===== src/rtl/fpu_mult_responder.sv =====
// fpu_mult_responder: iterative binary32 multiplier answering the
// beg_FSM / rst_FSM / ready_flag operation handshake. Operands are latched
// on a start pulse, the significands are multiplied with a 24-step shift-add,
// then the product is normalised, rounded, packed and held until acknowledged.
module fpu_mult_responder #(
  parameter int EW   = 8,
  parameter int SW   = 23,
  parameter int BIAS = 127
) (
  input  logic                 clk,
  input  logic                 rst,
  input  logic                 beg_FSM,
  input  logic                 rst_FSM,
  input  logic [EW+SW:0]       Data_MX,
  input  logic [EW+SW:0]       Data_MY,
  input  logic [1:0]           round_mode,
  output logic                 overflow_flag,
  output logic                 underflow_flag,
  output logic                 ready_flag,
  output logic [EW+SW:0]       F_ieee_result
);

  localparam int FW = EW + SW + 1;   // full word width
  localparam int MW = SW + 1;        // significand with hidden one
  localparam int PW = 2 * MW;        // product width
  localparam int XW = EW + 2;        // signed working exponent width
  localparam int CW = $clog2(MW);    // step counter width

  localparam logic signed [XW-1:0] C_BIAS = XW'(BIAS);
  localparam logic signed [XW-1:0] C_EMAX = XW'((1 << EW) - 1);
  localparam logic signed [XW-1:0] C_ONE  = XW'(1);
  localparam logic signed [XW-1:0] C_ZERO = '0;

  typedef enum logic [2:0] {
    S_IDLE, S_LOAD, S_MULT, S_NORM, S_ROUND, S_DONE
  } state_t;

  // Round-up decision from guard/sticky/lsb and the selected direction.
  function automatic logic f_round_inc(input logic [1:0] mode, input logic s,
                                       input logic g, input logic st, input logic lsb);
    case (mode)
      2'b00:   return g & (st | lsb);
      2'b01:   return 1'b0;
      2'b10:   return ~s & (g | st);
      default: return s & (g | st);
    endcase
  endfunction

  // Saturating pack: returns {overflow, underflow, word}.
  function automatic logic [FW+1:0] f_pack(input logic s, input logic signed [XW-1:0] e,
                                           input logic [SW-1:0] m);
    if (e >= C_EMAX)      return {2'b10, s, {EW{1'b1}}, {SW{1'b0}}};
    else if (e <= C_ZERO) return {2'b01, s, {(FW-1){1'b0}}};
    else                  return {2'b00, s, e[EW-1:0], m};
  endfunction

  state_t                 r_state;
  logic [FW-1:0]          r_x, r_y;
  logic [1:0]             r_mode;
  logic                   r_sign;
  logic [MW-1:0]          r_mcand, r_mplier;
  logic [PW-1:0]          r_p;
  logic [CW-1:0]          r_cnt;
  logic signed [XW-1:0]   r_exp;
  logic [SW-1:0]          r_m;
  logic                   r_g, r_st;
  logic                   r_special;
  logic [FW+1:0]          r_spec_res;
  logic                   r_ready, r_ov, r_un;
  logic [FW-1:0]          r_f;

  logic [EW-1:0]          w_ex, w_ey;
  logic                   w_sign;
  logic signed [XW-1:0]   w_exp_sum;
  logic                   w_inc;
  logic                   w_carry;
  logic [SW-1:0]          w_m_rnd;
  logic signed [XW-1:0]   w_e_rnd;
  logic [FW+1:0]          w_packed;

  assign w_ex      = r_x[FW-2 -: EW];
  assign w_ey      = r_y[FW-2 -: EW];
  assign w_sign    = r_x[FW-1] ^ r_y[FW-1];
  assign w_exp_sum = $signed({2'b00, w_ex}) + $signed({2'b00, w_ey}) - C_BIAS;

  assign w_inc              = f_round_inc(r_mode, r_sign, r_g, r_st, r_m[0]);
  assign {w_carry, w_m_rnd} = {1'b0, r_m} + {{SW{1'b0}}, w_inc};
  assign w_e_rnd            = r_exp + (w_carry ? C_ONE : C_ZERO);
  assign w_packed           = f_pack(r_sign, w_e_rnd, w_m_rnd);

  assign ready_flag     = r_ready;
  assign overflow_flag  = r_ov;
  assign underflow_flag = r_un;
  assign F_ieee_result  = r_f;

  // Operation FSM: capture, unpack, shift-add multiply, normalise, round, hold.
  always_ff @(posedge clk or negedge rst) begin
    if (!rst) begin
      r_state    <= S_IDLE;
      r_x        <= '0;
      r_y        <= '0;
      r_mode     <= '0;
      r_sign     <= 1'b0;
      r_mcand    <= '0;
      r_mplier   <= '0;
      r_p        <= '0;
      r_cnt      <= '0;
      r_exp      <= '0;
      r_m        <= '0;
      r_g        <= 1'b0;
      r_st       <= 1'b0;
      r_special  <= 1'b0;
      r_spec_res <= '0;
      r_ready    <= 1'b0;
      r_ov       <= 1'b0;
      r_un       <= 1'b0;
      r_f        <= '0;
    end else if (rst_FSM) begin
      r_state <= S_IDLE;
      r_cnt   <= '0;
      r_ready <= 1'b0;
      r_ov    <= 1'b0;
      r_un    <= 1'b0;
      r_f     <= '0;
    end else begin
      case (r_state)
        S_IDLE: begin
          if (beg_FSM) begin
            r_x     <= Data_MX;
            r_y     <= Data_MY;
            r_mode  <= round_mode;
            r_state <= S_LOAD;
          end
        end
        // Unpack; zero/subnormal and inf/NaN operands skip the datapath but
        // still commit through ROUND so every result lands the same way.
        S_LOAD: begin
          r_sign   <= w_sign;
          r_mcand  <= {1'b1, r_x[SW-1:0]};
          r_mplier <= {1'b1, r_y[SW-1:0]};
          r_p      <= '0;
          r_cnt    <= '0;
          r_exp    <= w_exp_sum;
          if (w_ex == '0 || w_ey == '0) begin
            r_special  <= 1'b1;
            r_spec_res <= {2'b00, w_sign, {(FW-1){1'b0}}};
            r_state    <= S_ROUND;
          end else if (w_ex == '1 || w_ey == '1) begin
            r_special  <= 1'b1;
            r_spec_res <= {2'b10, w_sign, {EW{1'b1}}, {SW{1'b0}}};
            r_state    <= S_ROUND;
          end else begin
            r_special <= 1'b0;
            r_state   <= S_MULT;
          end
        end
        S_MULT: begin
          if (r_mplier[r_cnt])
            r_p <= r_p + ({{MW{1'b0}}, r_mcand} << r_cnt);
          if (r_cnt == CW'(MW - 1)) r_state <= S_NORM;
          else                      r_cnt   <= r_cnt + 1'b1;
        end
        S_NORM: begin
          if (r_p[PW-1]) begin
            r_m   <= r_p[PW-2 -: SW];
            r_g   <= r_p[PW-2-SW];
            r_st  <= |r_p[PW-3-SW:0];
            r_exp <= r_exp + C_ONE;
          end else begin
            r_m  <= r_p[PW-3 -: SW];
            r_g  <= r_p[PW-3-SW];
            r_st <= |r_p[PW-4-SW:0];
          end
          r_state <= S_ROUND;
        end
        S_ROUND: begin
          if (r_special) {r_ov, r_un, r_f} <= r_spec_res;
          else           {r_ov, r_un, r_f} <= w_packed;
          r_ready <= 1'b1;
          r_state <= S_DONE;
        end
        S_DONE: begin
          r_state <= S_DONE;
        end
        default: r_state <= S_IDLE;
      endcase
    end
  end

endmodule


===== config.mk =====
export PLATFORM = sky130hd
export DESIGN_NAME = fpu_mult_responder
export DESIGN_NICKNAME = d
export VERILOG_FILES = /design/src/rtl/fpu_mult_responder.sv
export SDC_FILE = /design/constraint.sdc
export NUM_CORES = 1
export LEC_CHECK = 0
export BUFFER_PORTS_ARGS = -buffer_cell sky130_fd_sc_hd__buf_4
export CAP_MARGIN = 20
export CORE_MARGIN = 10
export CORE_UTILIZATION = 38
export CTS_BUF_LIST = sky130_fd_sc_hd__clkbuf_8
export DETAILED_ROUTE_END_ITERATION = 7
export HOLD_SLACK_MARGIN = 0.03
export SLEW_MARGIN = 0
export SYNTH_ARGS = -nofsm -noshare
export SYNTH_HDL_FRONTEND = slang
export SYNTH_SLANG_ARGS = --single-unit

===== constraint.sdc =====
create_clock -name clk -period 11.3 [get_ports clk]
set_input_delay 0.565 -clock clk [delete_from_list [all_inputs] [get_ports clk]]
set_output_delay 0.565 -clock clk [all_outputs]
set_load 0.01 [all_outputs]

# Yosys cells after proc, flatten, opt, wreduce, memory -nomap -nowiden
# Cells that the tools add are included.
[totals] inputBits=70 mem_bits_ro=0 latchBits=0 ff_bits=276 mem_count=0 output_inout_bits=35 mem_bits_rw=0 wordCells=112
[classes] n_lt_le_gt_ge=3 shift=1 n_div=0 add_sub_neg=7 n_eq_ne=15 bitwise_logic=8 mul=0 reduce_logical=22 muxes=37
[op_table] op="two-way mux 34 bit" count=3
[op_table] op="two-way mux 32 bit" count=3
[op_table] op="one-hot mux 48 bit (2 select lines)" count=1
[op_table] op="adder 48 bit" count=1
[op_table] op="two-way mux 48 bit" count=1
[op_table] op="left shift 24 x 5 -> 48 bit" count=1
[op_table] op="two-way mux 33 bit" count=1
[op_table] op="adder 23 x 1 -> 24 bit" count=1
[op_table] op="two-way mux 23 bit" count=1
[op_table] op="OR reduction 23 bit" count=1
[op_table] op="OR reduction 22 bit" count=1
[op_table] op="one-hot mux 10 bit (2 select lines)" count=1
[op_table] op="== test 8 bit, second input constant" count=2
[op_table] op="zero test 8 bit" count=2
[op_table] op="two-way mux 3 bit" count=5
[op_table] op="one-hot mux 3 bit (5 select lines)" count=1
[op_table] op="two-way mux 1 bit" count=14
[op_table] op="AND reduction 3 bit" count=4
[op_table] op="adder 10 x 2 -> 10 bit" count=1
[op_table] op="adder 10 x 2 -> 10 bit, second input constant" count=1
[op_table] op=">= comparator 10 x 9 -> 1 bit, second input constant" count=1
[op_table] op="less-or-equal comparator 10 x 1 -> 1 bit, second input constant" count=1
[op_table] op="two-way mux 10 bit" count=1
[op_table] op="two-way mux 5 bit" count=2
[op_table] op="26 further kinds" count=42

# Depth between registers and ports, before layout
# Gate-level depths: netlist of run 1.
[depth] word_depth=12 mapped_depth=22 depth_no_buf=19

# Worst setup path before layout of run 1
# No wires, ideal clock.
[synth_timing] path_type="register to register" start="register r_cnt[0]" end="register r_p[33]" path_stages_with_launch=18 t_required_ps=11176 setup_time_ps=124 synth_period_minus_slack_ps=4200 path_buffers=2 arrival_ps=4076 slack_ps=7100 path_cell_list="dfrtp_1 -> buf_2 -> buf_2 -> mux4_2 -> mux2i_1 -> nor2_1 -> a31oi_1 -> nor2_1 -> ha_1 -> and2_1 -> or2_0 -> a2111o_1 -> o221ai_2 -> o21ai_1 -> o31a_1 -> a221oi_2 -> xor2_1 -> o21ai_1"
[synth_via] elab_chain_len=4 elab_cells_between_ends=8 classes_between="add/sub: 1; eq/ne: 1; shift: 1; mux: 4; reduce/logical: 1"
[synth_lines] element="from (decl)" line="63" text="logic [CW-1:0] r_cnt;"
[synth_lines] element="from (signal assigned)" line="161" text="else r_cnt <= r_cnt + 1'b1;"
[synth_lines] element="left shift 24 x 5 -> 48 bit / binary-select mux 1 bit (select 5 bit) (equally long branches)" line="159, 158"
[synth_lines] element="adder 48 bit / two-way mux 1 bit (equally long branches)" line="159, 158"
[synth_lines] element="two-way mux 48 bit / inequality test 2 bit (equally long branches)"
[synth_lines] element="one-hot mux 48 bit (2 select lines) / AND reduction 3 bit (equally long branches)"
[synth_lines] element="to (signal assigned)" line="159" text="r_p <= r_p + ({{MW{1'b0}}, r_mcand} << r_cnt);"
[synth_lines] element="to (decl)" line="62" text="logic [PW-1:0] r_p;"
# Parallel ways exist; a longest one is shown, timed or not. The select of a mux whose other input is x is not followed.
# A chain may end at the register's enable or synchronous reset.

# Worst setup path after layout of run 1
[layout_timing] start="register r_cnt[0]" end="register r_p[43]"
# The elaborated chain is that of the path after synthesis.

==> summary.txt, run 1 <==
Detailed routing
  • Iter 0 DRT Violations: 938
  • Wire per inst: about 17 um
  • Vias/cell: roughly 5.4
  • DRT Pass-1 Iters: 5
  • Post-route ant nets: 0
  • Vias: roughly 12000
  • WL final: 38210 um
  • Drt drc: 0

Finish
  • Area growth syn-to-layout: 13.71%
  • Non-filler cells, final: ~2200
  • Final Util: 0.4371
  • Fraction of layout cells with a size suffix above 1: 0.1718
  • Nets: 1836
  • Final instance area: around 17000 um2

STA
  • Period utilisation layout: 0.4519
  • Final setup fails: 0
  • Least-Margin Pin Slew: 1.067 ns
  • Hold slack: around 0.0074 ns
  • Final-report hold violation count: 0
  • Final setup margin: between 6 and 7 ns
  • Final min period: approximately 5.1 ns
  • Fmax achieved: slightly below 200 MHz
  • RSZ-0062 raised after global routing: false
  • Final setup TNS: 0 ns
  • Rel. slew slack: 0.2889
  • Final Skew: about 0.02 ns
  • Final slew viol count: 0

Critical path
  • Critical path class: reg2reg
  • Worst Setup End Kind: flip-flop
  • Worst Path Max Fanout: 39
  • WP buf/inv: 0
  • Req. time, crit path: between 10 and 15 ns
  • Slowest cell delay on critical path: about 1 ns
  • Worst path slowest cell: dfrtp_2
  • Flop2flop setup slack: about 6.2 ns
  • Crit path DAT: between 5 and 6 ns
  • Setup crit start kind: flip-flop
  • Delay-heaviest family, CP: compound AO/OA/AOI/OAI gates
  • Crit path cell chain: mux4_2, mux2i_1, nor2_1, a31oi_1, mux2i_1, ha_1, a21oi_1, o21ai_1, a221o_1, or3_1, a41oi_2, o21ai_2, a221oi_2, xnor2_1, o21ai_2

Yosys
  • Largest cells by area after synthesis: dfrtp_1 41%, nand2_1 6.7%, mux2_2 6.4%
  • Main flop type after synthesis: dfrtp_1
  • Top-count cell post-synth: nand2_1
  • Warnings from Yosys: 0
  • Fraction of the yosys area taken by sequential cells: 0.4084
  • Async set-reset flop share out of synthesis: 1.000
  • Syn Nets: about 1800
  • Post-synth design cell area: roughly 15000 um2
  • Post-Synthesis Cells: around 1600
  • Synth top area share: 0.4084
  • Synth area leader: dfrtp_1
  • Mean Syn Cell Area: between 9 and 10 um2
  • Top post-synthesis cells by count: 266 x nand2_1, 243 x dfrtp_1, 119 x nor2_1
  • Number of synthesized flops with an enable pin: 0
  • Number of synthesized register bits: 243
  • Post-synthesis cell type count: 74

Floorplan
  • Core area: a little under 40000 um2
  • Die X: 217.9 um
  • Die Area: around 48000 um2
  • I/O pin count: 105
  • Die height: about 220 um
  • Effective utilization at floorplan: 0.3844
  • Cell Rows: 72

CTS
  • # resized after CTS: 0
  • Clock Tree Root: clkbuf_8
  • CTS clk-pin slew, worst paths: approximately 0.060 ns
  • Clock buffer depth: 3
  • H-tree Lvls: 2
  • Post-CTS setup repair buffer count: 0
  • CTS tree: built
  • CTS Sinks: around 240
  • Total CTS buffers: between 40 and 50
  • Post-CTS Hold Buffers: 0
  • Clock latency at the later pin of the worst-skew pair: between 0.5 and 0.6 ns

Place
  • Worst Setup Slack post-DPL: ~6.3 ns
  • Dpl cell area: about 16000 um2
  • Routability cong.: approximately 0.97
  • IO Port Bufs: 104
  • Placed insts: roughly 2200
  • Final HPWL DP: roughly 28000 um

Run
  • Max-Cap Viols: 0

Min path
  • Hold crit path type: in2async

Power and ir drop
  • Pwr/cell area: 235.8 nW/um2
  • Max VDD drop: roughly 0.15 mV
  • LEAKAGE: 7.601 nW
  • Final Power: approximately 4.0 mW

Global route
  • Global-route wire length before repair: 63150 um
  • GRT Residual Overflow: 0
  • Number of global-route vias before repair: 11890
  • Largest net degree at the start of global routing: 123
  • Initial antenna violation count: 2
  • Total global-route track usage: 0.1597

Status
  • Outcome: finished clean
==> state kept, by name, summed over array words and instances, names as in the netlist, 2 cells and up <==
signal,flops
r_m,23
r_spec_res,2
r_p,48
r_state,3
r_exp,10
r_mcand,24
r_mode,2
r_cnt,5
F_ieee_result,32
r_y,32
r_mplier,23
r_x,32
==> path summary, 6_finish.rpt <==
kind,start,endpoint,cells past startpoint
setup reg to reg,r_cnt[0],r_p[43],15
hold / removal,rst,F_ieee_result[8],1
setup / recovery,r_cnt[0],r_p[43],15
hold reg to reg,r_x[17],r_mcand[17],2
min in group clk,Data_MX[7],r_x[7],2
max in group asynchronous,rst,r_p[44],2
==> logic make-up after synthesis <==
logic type	after synthesis	synth area share
AOI/OAI and AO/OA	365	0.1499
xor gates and xnor gates	78	0.04588
adders and majority gates	70	0.05983
buffers and inverters	127	0.03496
DFF	243	0.4084
muxes	158	0.1250
and+or+nand+nor	588	0.1760
==> power breakdown <==
| part | total, mW | switching (mW) | internal, mW |
|---|---|---|---|
| clock | 0.829 | 0.381 | 0.448 |
| sequential | 1.49 | 0.308 | 1.18 |
| combinational | 1.67 | 0.917 | 0.757 |
| total | 3.99 | 1.61 | 2.39 |
==> worst register-to-register path: stages, from the launching register on <==
cell	delay, ns
dfrtp_2	1.03
mux4_2	0.64
mux2i_1	0.22
nor2_1	0.06
a31oi_1	0.36
mux2i_1	0.21
ha_1	0.39
a21oi_1	0.22
o21ai_1	0.13
a221o_1	0.36
or3_1	0.38
a41oi_2	0.31
o21ai_2	0.14
a221oi_2	0.28
xnor2_1	0.17
o21ai_2	0.06
==> metal layers <==
metal | share of wire | vias to the layer above | wire, um | global-route usage
li1 | - | 5953 | - | -
met1 | 0.48 | 5810 | 18360 | 0.2249
met2 | 0.44 | 333 | 16740 | 0.2430
met3 | 0.060 | 67 | 2275 | 0.03093
met4 | 0.022 | 0 | 833 | 0.04744
met5 | 0 | - | 0 | 0
==> layout by cell type (no fill, tap or decap), types with 57 or more instances in the layout <==
| cell type | count |
|---|---|
| nor2_1 | 117 |
| nand2_1 | 266 |
| mux2i_1 | 60 |
| ha_1 | 68 |
| o21ai_1 | 69 |
| o21ai_0 | 57 |
| buf_4 | 114 |
| dfrtp_1 | 242 |
| nand3_1 | 81 |
| a21oi_1 | 105 |
| mux2_2 | 84 |
==> area by class of cell <==
type                    instances  area (um2)
clock inverters                26       142.6
flip-flops and latches        243        6082
fillers                      3848       21810
repair buffers                117       902.1
multi-input cells            1259        8308
inverters                      31       116.4
diodes                          1       2.502
clock buffers                  53       729.5
well taps                     518       648.1
No activity file was read; power rests on OpenSTA's default activity.
==> inputs of run 2 (changes only) <==
==> constraint.sdc (replaced) <==
create_clock -name clk -period 5.26 [get_ports clk]
set_input_delay 0.263 -clock clk [delete_from_list [all_inputs] [get_ports clk]]
set_output_delay 0.263 -clock clk [all_outputs]
set_load 0.01 [all_outputs]
==> summary.txt, run 2 (synthesis results as in run 1) <==
Status
  • Outcome: finished clean

CTS
  • Clock latency at the later pin of the worst-skew pair: 0.57 ns (about the same)
  • CTS tree: built
  • CTS Sinks: 243 (unchanged)
  • Total CTS buffers: 43 (-2.3%)
  • H-tree Lvls: 2 (unchanged)
  • CTS clk-pin slew, worst paths: 0.06 ns (about the same)
  • # resized after CTS: 0 (unchanged)
  • Clock buffer depth: 3 (unchanged)
  • Clock Tree Root: clkbuf_8

STA
  • Final slew viol count: 0 (unchanged)
  • Final setup TNS: 0 ns (unchanged)
  • Fmax achieved: 204.6 MHz (+4.5%)
  • Rel. slew slack: 0.3757 (+0.08676)
  • RSZ-0062 raised after global routing: false
  • Final min period: 4.888 ns (-0.2188 ns)
  • Hold slack: 0.1285 ns (+0.1211 ns)
  • Least-Margin Pin Slew: 0.9365 ns (-0.1301 ns)
  • Final setup margin: 0.3721 ns (-5.821 ns)
  • Final-report hold violation count: 0 (unchanged)
  • Final Skew: 0.02605 ns (+0.006118 ns)
  • Final setup fails: 0 (unchanged)
  • Period utilisation layout: 0.9293 (+0.4773)

Finish
  • Largest register FFs: 48 (unchanged)
  • Final Util: 0.4568 (+0.01974)
  • Nets: 1912 (+4.1%)
  • Reg with most FFs: r_p
  • Non-filler cells, final: 2324 (+3.4%)
  • Fillers: 3779 (-1.8%)
  • Commonest non-fill, non-tap cells in the layout: 266 x nand2_1, 242 x dfrtp_1, 121 x buf_4
  • Area growth syn-to-layout: 18.85%
  • Commonest non-fill, non-tap cell in the layout: nand2_1
  • Fraction of layout cells with a size suffix above 1: 0.1696 (-0.002153)

Place
  • Placed insts: 2175 (+0.32%)
  • IO Port Bufs: 104 (unchanged)
  • Worst Setup Slack post-DPL: 0.4896 ns (-5.772 ns)
  • Final HPWL DP: 28840 um (+3.3%)
  • Routability cong.: 0.9668 (-0.30%)

Critical path
  • Req. time, crit path: 5.75 ns (-5.98 ns)
  • R2R cell count: 15 (unchanged)
  • Delay-heaviest family, CP: compound AO/OA/AOI/OAI gates
  • Worst path slowest cell: dfrtp_1
  • Setup crit start kind: flip-flop
  • Number of cells on the critical path: 15 (unchanged)
  • Worst Path Max Fanout: 24 (-38%)
  • Slowest cell delay on critical path: 0.95 ns (-0.08 ns)
  • Crit path cell chain: inv_2, mux2i_1, o21ai_0, o21ai_0, o22ai_1, ha_1, and3_1, nand2_1, o221ai_1, a21o_1, o2111a_1, o21ai_1, nand2_1, a2111o_1, o211ai_1
  • Critical path class: reg2reg
  • WP buf/inv: 1 (+1)
  • Crit path DAT: 5.37 ns (-0.17 ns)
  • Worst Setup End Kind: flip-flop

Global route
  • Initial antenna violation count: 2 (unchanged)
  • Total global-route track usage: 0.1662 (+0.006542)
  • GRT Residual Overflow: 0 (unchanged)
  • Largest net degree at the start of global routing: 99 (-20%)
  • Global-route wire length before repair: 65990 um (+4.5%)
  • Number of global-route vias before repair: 12570 (+5.7%)

Detailed routing
  • DRT Pass-1 Iters: 5 (unchanged)
  • Post-route ant nets: 0 (unchanged)
  • Met3 WL: 1738 um (-24%)
  • Top sig layer: met4
  • WL final: 39770 um (+4.1%)
  • Drt drc: 0 (unchanged)
  • Iter 0 DRT Violations: 851 (-9.3%)
  • M1 WL: 19000 um (+3.5%)
  • Vias/cell: 5.331 (-1.5%)
  • Wire per inst: 17.11 um (+0.69%)
  • Vias: 12390 (+1.9%)
  • Routed wl met2: 18180 um (+8.6%)

Min path
  • Min-Delay Path Depth: 5
  • Hold crit path type: in2reg

Floorplan
  • Core area: 38740 um2 (unchanged)
  • Die Area: 47500 um2 (unchanged)
  • Effective utilization at floorplan: 0.3844 (unchanged)
  • I/O pin count: 105 (unchanged)
  • Die height: 217.9 um (unchanged)
  • Die X: 217.9 um (unchanged)
  • Cell Rows: 72 (unchanged)

Run
  • Max-Cap Viols: 0 (unchanged)

Power and ir drop
  • LEAKAGE: 7.923 nW (+4.2%)
  • Pwr/cell area: 491.5 nW/um2 (+110%)
  • Max VDD drop: 0.2542 mV (+72%)
## run 2: layout make-up
class	count	area, um2	share of cell area
tap	518	648.1	0.03663
sequential	243	6082	0.3437
inverter	31	116.4	0.006576
clock inverter	22	127.6	0.007212
multi-input combinational	1260	8317	0.4700
clock buffer	55	757.0	0.04278
antenna	2	5.005	0.0002828
timing repair buffer	193	1643	0.09284
## run 2: report_power, final
part	total [mW]	internal, mW	switching (mW)
sequential	3.18	2.54	0.647
clock	1.79	0.990	0.797
combinational	3.73	1.68	2.05
## run 2: per-stage QoR
step | power, mW | instance area [um2]
3_5_place_dp | 6.853 | 16100
6_report | 8.697 | 17700
2_1_floorplan | 5.797 | 14890
3_3_place_gp | 6.762 | 16100
5_1_grt | 9.396 | 17700
4_1_cts | 8.727 | 17670
## run 2: worst min-delay path: cells and delay by family
kind | cells | cell delay, ns
buffers and inverters | 2 | 0.16
and+or+nand+nor | 1 | 0.12
AOI/OAI and AO/OA | 2 | 0.10
## run 2: final timing paths
path / endpoint / slack [ns] / startpoint
hold / removal: r_state[2] / 0.13 / beg_FSM
min in group asynchronous: F_ieee_result[4] / 0.32 / rst
hold reg to reg: r_mplier[13] / 0.46 / r_y[13]
setup / recovery: r_p[38] / 0.37 / r_cnt[1]
setup reg to reg: r_p[38] / 0.37 / r_cnt[1]
max in group asynchronous: r_mplier[12] / 3.66 / rst
## run 2: what timing repair did
action                                 in CTS  in global routing
endpoints found under the hold margin     164                  0
setup endpoints to repair                   0                 23
setup buffers                               0                  0
hold buffers                               68                  0
## run 2: routing by layer
layer | vias to the layer above | GRT usage
met5 | - | 0
met4 | 0 | 0.04814
met3 | 69 | 0.02885
met2 | 265 | 0.2647
met1 | 5948 | 0.2269
li1 | 6107 | -
==> inputs of run 3 (changes only) <==
--- a/config.mk
+++ b/config.mk
@@ -5,6 +5,7 @@
 export SDC_FILE = /design/constraint.sdc
 export NUM_CORES = 1
 export LEC_CHECK = 0
+export ABC_AREA = 1
 export BUFFER_PORTS_ARGS = -buffer_cell sky130_fd_sc_hd__buf_4
 export CAP_MARGIN = 20
 export CORE_MARGIN = 10
==> summary.txt, run 3 <==
Detailed routing
  • Iter 0 DRT Violations: 1187 (+39%)
  • DRT Pass-1 Iters: 8 (+3)
  • Vias/cell: 4.918 (-7.8%)
  • Vias: 16290 (+32%)
  • WL final: 51540 um (+30%)
  • Drt drc: 0 (unchanged)
  • Post-route ant nets: 0 (unchanged)
  • Wire per inst: 15.56 um (-9.1%)

CTS
  • Clock buffer depth: 3 (unchanged)
  • Post-CTS setup repair buffer count: 0 (unchanged)
  • Post-CTS Hold Buffers: 69 (+1.5%)
  • CTS Sinks: 243 (unchanged)
  • CTS tree: built
  • Clock latency at the later pin of the worst-skew pair: 0.62 ns (+0.05 ns)
  • CTS clk-pin slew, worst paths: 0.06 ns (about the same)
  • Total CTS buffers: 46 (+7.0%)
  • Clock Tree Root: clkbuf_8
  • H-tree Lvls: 2 (unchanged)
  • # resized after CTS: 0 (unchanged)

Yosys
  • Mean Syn Cell Area: 6.670 um2 (-27%)
  • Number of synthesized flops with an enable pin: 0 (unchanged)
  • Fraction of the yosys area taken by sequential cells: 0.3601 (-0.04835)
  • Largest cells by area after synthesis: dfrtp_1 36%, nand2_1 20%, inv_1 7.7%
  • Number of synthesized register bits: 243 (unchanged)
  • Post-Synthesis Cells: 2532 (+55%)
  • Post-synthesis cell type count: 53 (-28%)
  • Async set-reset flop share out of synthesis: 1.000 (unchanged)
  • Main flop type after synthesis: dfrtp_1
  • Post-synth design cell area: 16890 um2 (+13%)
  • Top post-synthesis cells by count: 893 x nand2_1, 346 x inv_1, 243 x dfrtp_1
  • Synth top area share: 0.3601 (-0.04835)
  • Syn Nets: 2672 (+51%)
  • Top-count cell post-synth: nand2_1
  • Warnings from Yosys: 0 (unchanged)
  • Synth area leader: dfrtp_1

STA
  • Least-Margin Pin Slew: 0.9942 ns (+0.05769 ns)
  • Rel. slew slack: 0.3356 (-0.04004)
  • Final Skew: 0.02662 ns (+0.0005694 ns)
  • RSZ-0062 raised after global routing: false
  • Period utilisation layout: 0.7936 (-0.1357)
  • Final min period: 4.174 ns (-0.7137 ns)
  • Final setup TNS: 0 ns (unchanged)
  • Fmax achieved: 239.6 MHz (+17%)
  • Final setup fails: 0 (unchanged)
  • Final-report hold violation count: 0 (unchanged)
  • Final slew viol count: 0 (unchanged)

Min path
  • Hold crit path type: in2async

Place
  • Placed insts: 3160 (+45%)
  • IO Port Bufs: 104 (unchanged)
  • Routability cong.: 0.9940 (+2.8%)
  • Final HPWL DP: 39520 um (+37%)

Power and ir drop
  • Pwr/cell area: 457.7 nW/um2 (-6.9%)
  • LEAKAGE: 10.55 nW (+33%)
  • Max VDD drop: 0.2928 mV (+15%)

Floorplan
  • Core area: 44120 um2 (+14%)
  • Cell Rows: 77 (+6.9%)
  • Effective utilization at floorplan: 0.3827 (-0.001619)
  • Die height: 230.8 um (+5.9%)
  • Die Area: 53280 um2 (+12%)
  • I/O pin count: 105 (unchanged)
  • Die X: 230.8 um (+5.9%)

Global route
  • Largest net degree at the start of global routing: 125 (+26%)
  • GRT Residual Overflow: 0 (unchanged)
  • Global-route wire length before repair: 82830 um (+26%)
  • Initial antenna violation count: 2 (unchanged)
  • Number of global-route vias before repair: 15770 (+25%)
  • Total global-route track usage: 0.1916 (+0.02537)

Critical path
  • Req. time, crit path: 5.75 ns (about the same)
  • Worst Setup End Kind: flip-flop
  • Flop2flop setup slack: 1.09 ns (+0.71 ns)
  • Crit path DAT: 4.66 ns (-0.71 ns)
  • Worst Path Max Fanout: 35 (+46%)
  • Setup crit start kind: flip-flop
  • Critical path class: reg2reg

Finish
  • Largest register FFs: 48 (unchanged)
  • Reg with most FFs: r_p
  • Commonest non-fill, non-tap cells in the layout: 893 x nand2_1, 361 x inv_1, 243 x dfrtp_1
  • Non-filler cells, final: 3313 (+43%)
  • Commonest non-fill, non-tap cell in the layout: nand2_1
  • Nets: 2825 (+48%)
  • Fraction of layout cells with a size suffix above 1: 0.09195 (-0.07768)
  • Fillers: 4640 (+23%)
  • Area growth syn-to-layout: 17.08%

Run
  • Max-Cap Viols: 0 (unchanged)

Status
  • Outcome: finished clean
## run 3: through the flow
step           total power, mW  area, um2    util  hold WS (ns)  worst slack (ns)
6_report                 9.051      19770  0.4481        0.3356             1.086
5_1_grt                  9.912      19770  0.4481        0.4167            0.5568
4_1_cts                  9.129      19770  0.4480        0.3512             1.128
3_5_place_dp             7.151      18150  0.4114        0.4336             1.164
3_3_place_gp             7.090      18150  0.4114        0.4254             1.249
2_1_floorplan            5.975      16890       -      -0.03259             1.832
## run 3: final cells by class
cell class,instances,area [um2],area share
Antenna cell,2,5.005,0.0002531
Clock buffer,55,757.0,0.03828
Clock inverter,27,166.4,0.008416
Inverter,354,1330,0.06726
Multi-Input combinational cell,1852,9090,0.4597
Sequential cell,243,6081,0.3075
Tap cell,592,740.7,0.03746
Timing Repair Buffer,188,1604,0.08112
## run 3: path summary, 6_finish.rpt
kind | endpoint | cells after the start | startpoint
max in group asynchronous | r_mcand[17] | 3 | rst
min | overflow_flag | 2 | rst
min in group clk | r_x[13] | 4 | Data_MX[13]
max | r_p[35] | 22 | r_cnt[0]
min reg2reg | r_spec_res[31] | 2 | r_spec_res[31]
max reg2reg | r_p[35] | 22 | r_cnt[0]
## run 3: routing by layer
layer | up-vias | wire length (um) | share of wire | global-route usage
met3 | 101 | 2231 | 0.043 | 0.02870
met1 | 7522 | 23810 | 0.46 | 0.2483
met2 | 355 | 23560 | 0.46 | 0.3128
li1 | 8314 | - | - | -
met5 | - | 0 | 0 | 0
met4 | 0 | 1936 | 0.038 | 0.08222
## run 3: cells by family (layout without fill, tap and decap cells)
logic type / Yosys count / count (layout) / share of synthesized area
multiplexers: 28 / 28 / 0.01800
other: 0 / 2 / 0
adder cells (fa/ha/maj): 70 / 70 / 0.05275
AND/OR/NAND/NOR: 1399 / 1399 / 0.3438
flip-flops: 243 / 243 / 0.3601
buffers and inverters: 437 / 624 / 0.1035
XOR/XNOR: 45 / 45 / 0.02378
AO/OA/AOI/OAI: 310 / 310 / 0.09816
## run 3: report_power, final
group	internal, mW	switching (mW)
registers	2.49	0.482
logic	1.54	2.67
clock network	1.00	0.862
## run 3: critical path, cell delays in order (launching register included)
cell     delay [ns]
dfrtp_1        0.65
inv_2          0.37
nand2_1        0.13
and2_1         0.14
nand2_1        0.05
o21ai_1        0.13
nand2_1        0.07
o21ai_1        0.22
nand2_1        0.08
o21ai_0        0.15
nor2_1         0.12
ha_1           0.37
nand2_1        0.12
nor2_1         0.20
inv_1          0.06
nor2_1         0.37
nand4_1        0.14
nand3_1        0.26
nand2_1        0.13
nand2_1        0.08
nand2_1        0.05
nand3_1        0.09
nand2_1        0.06
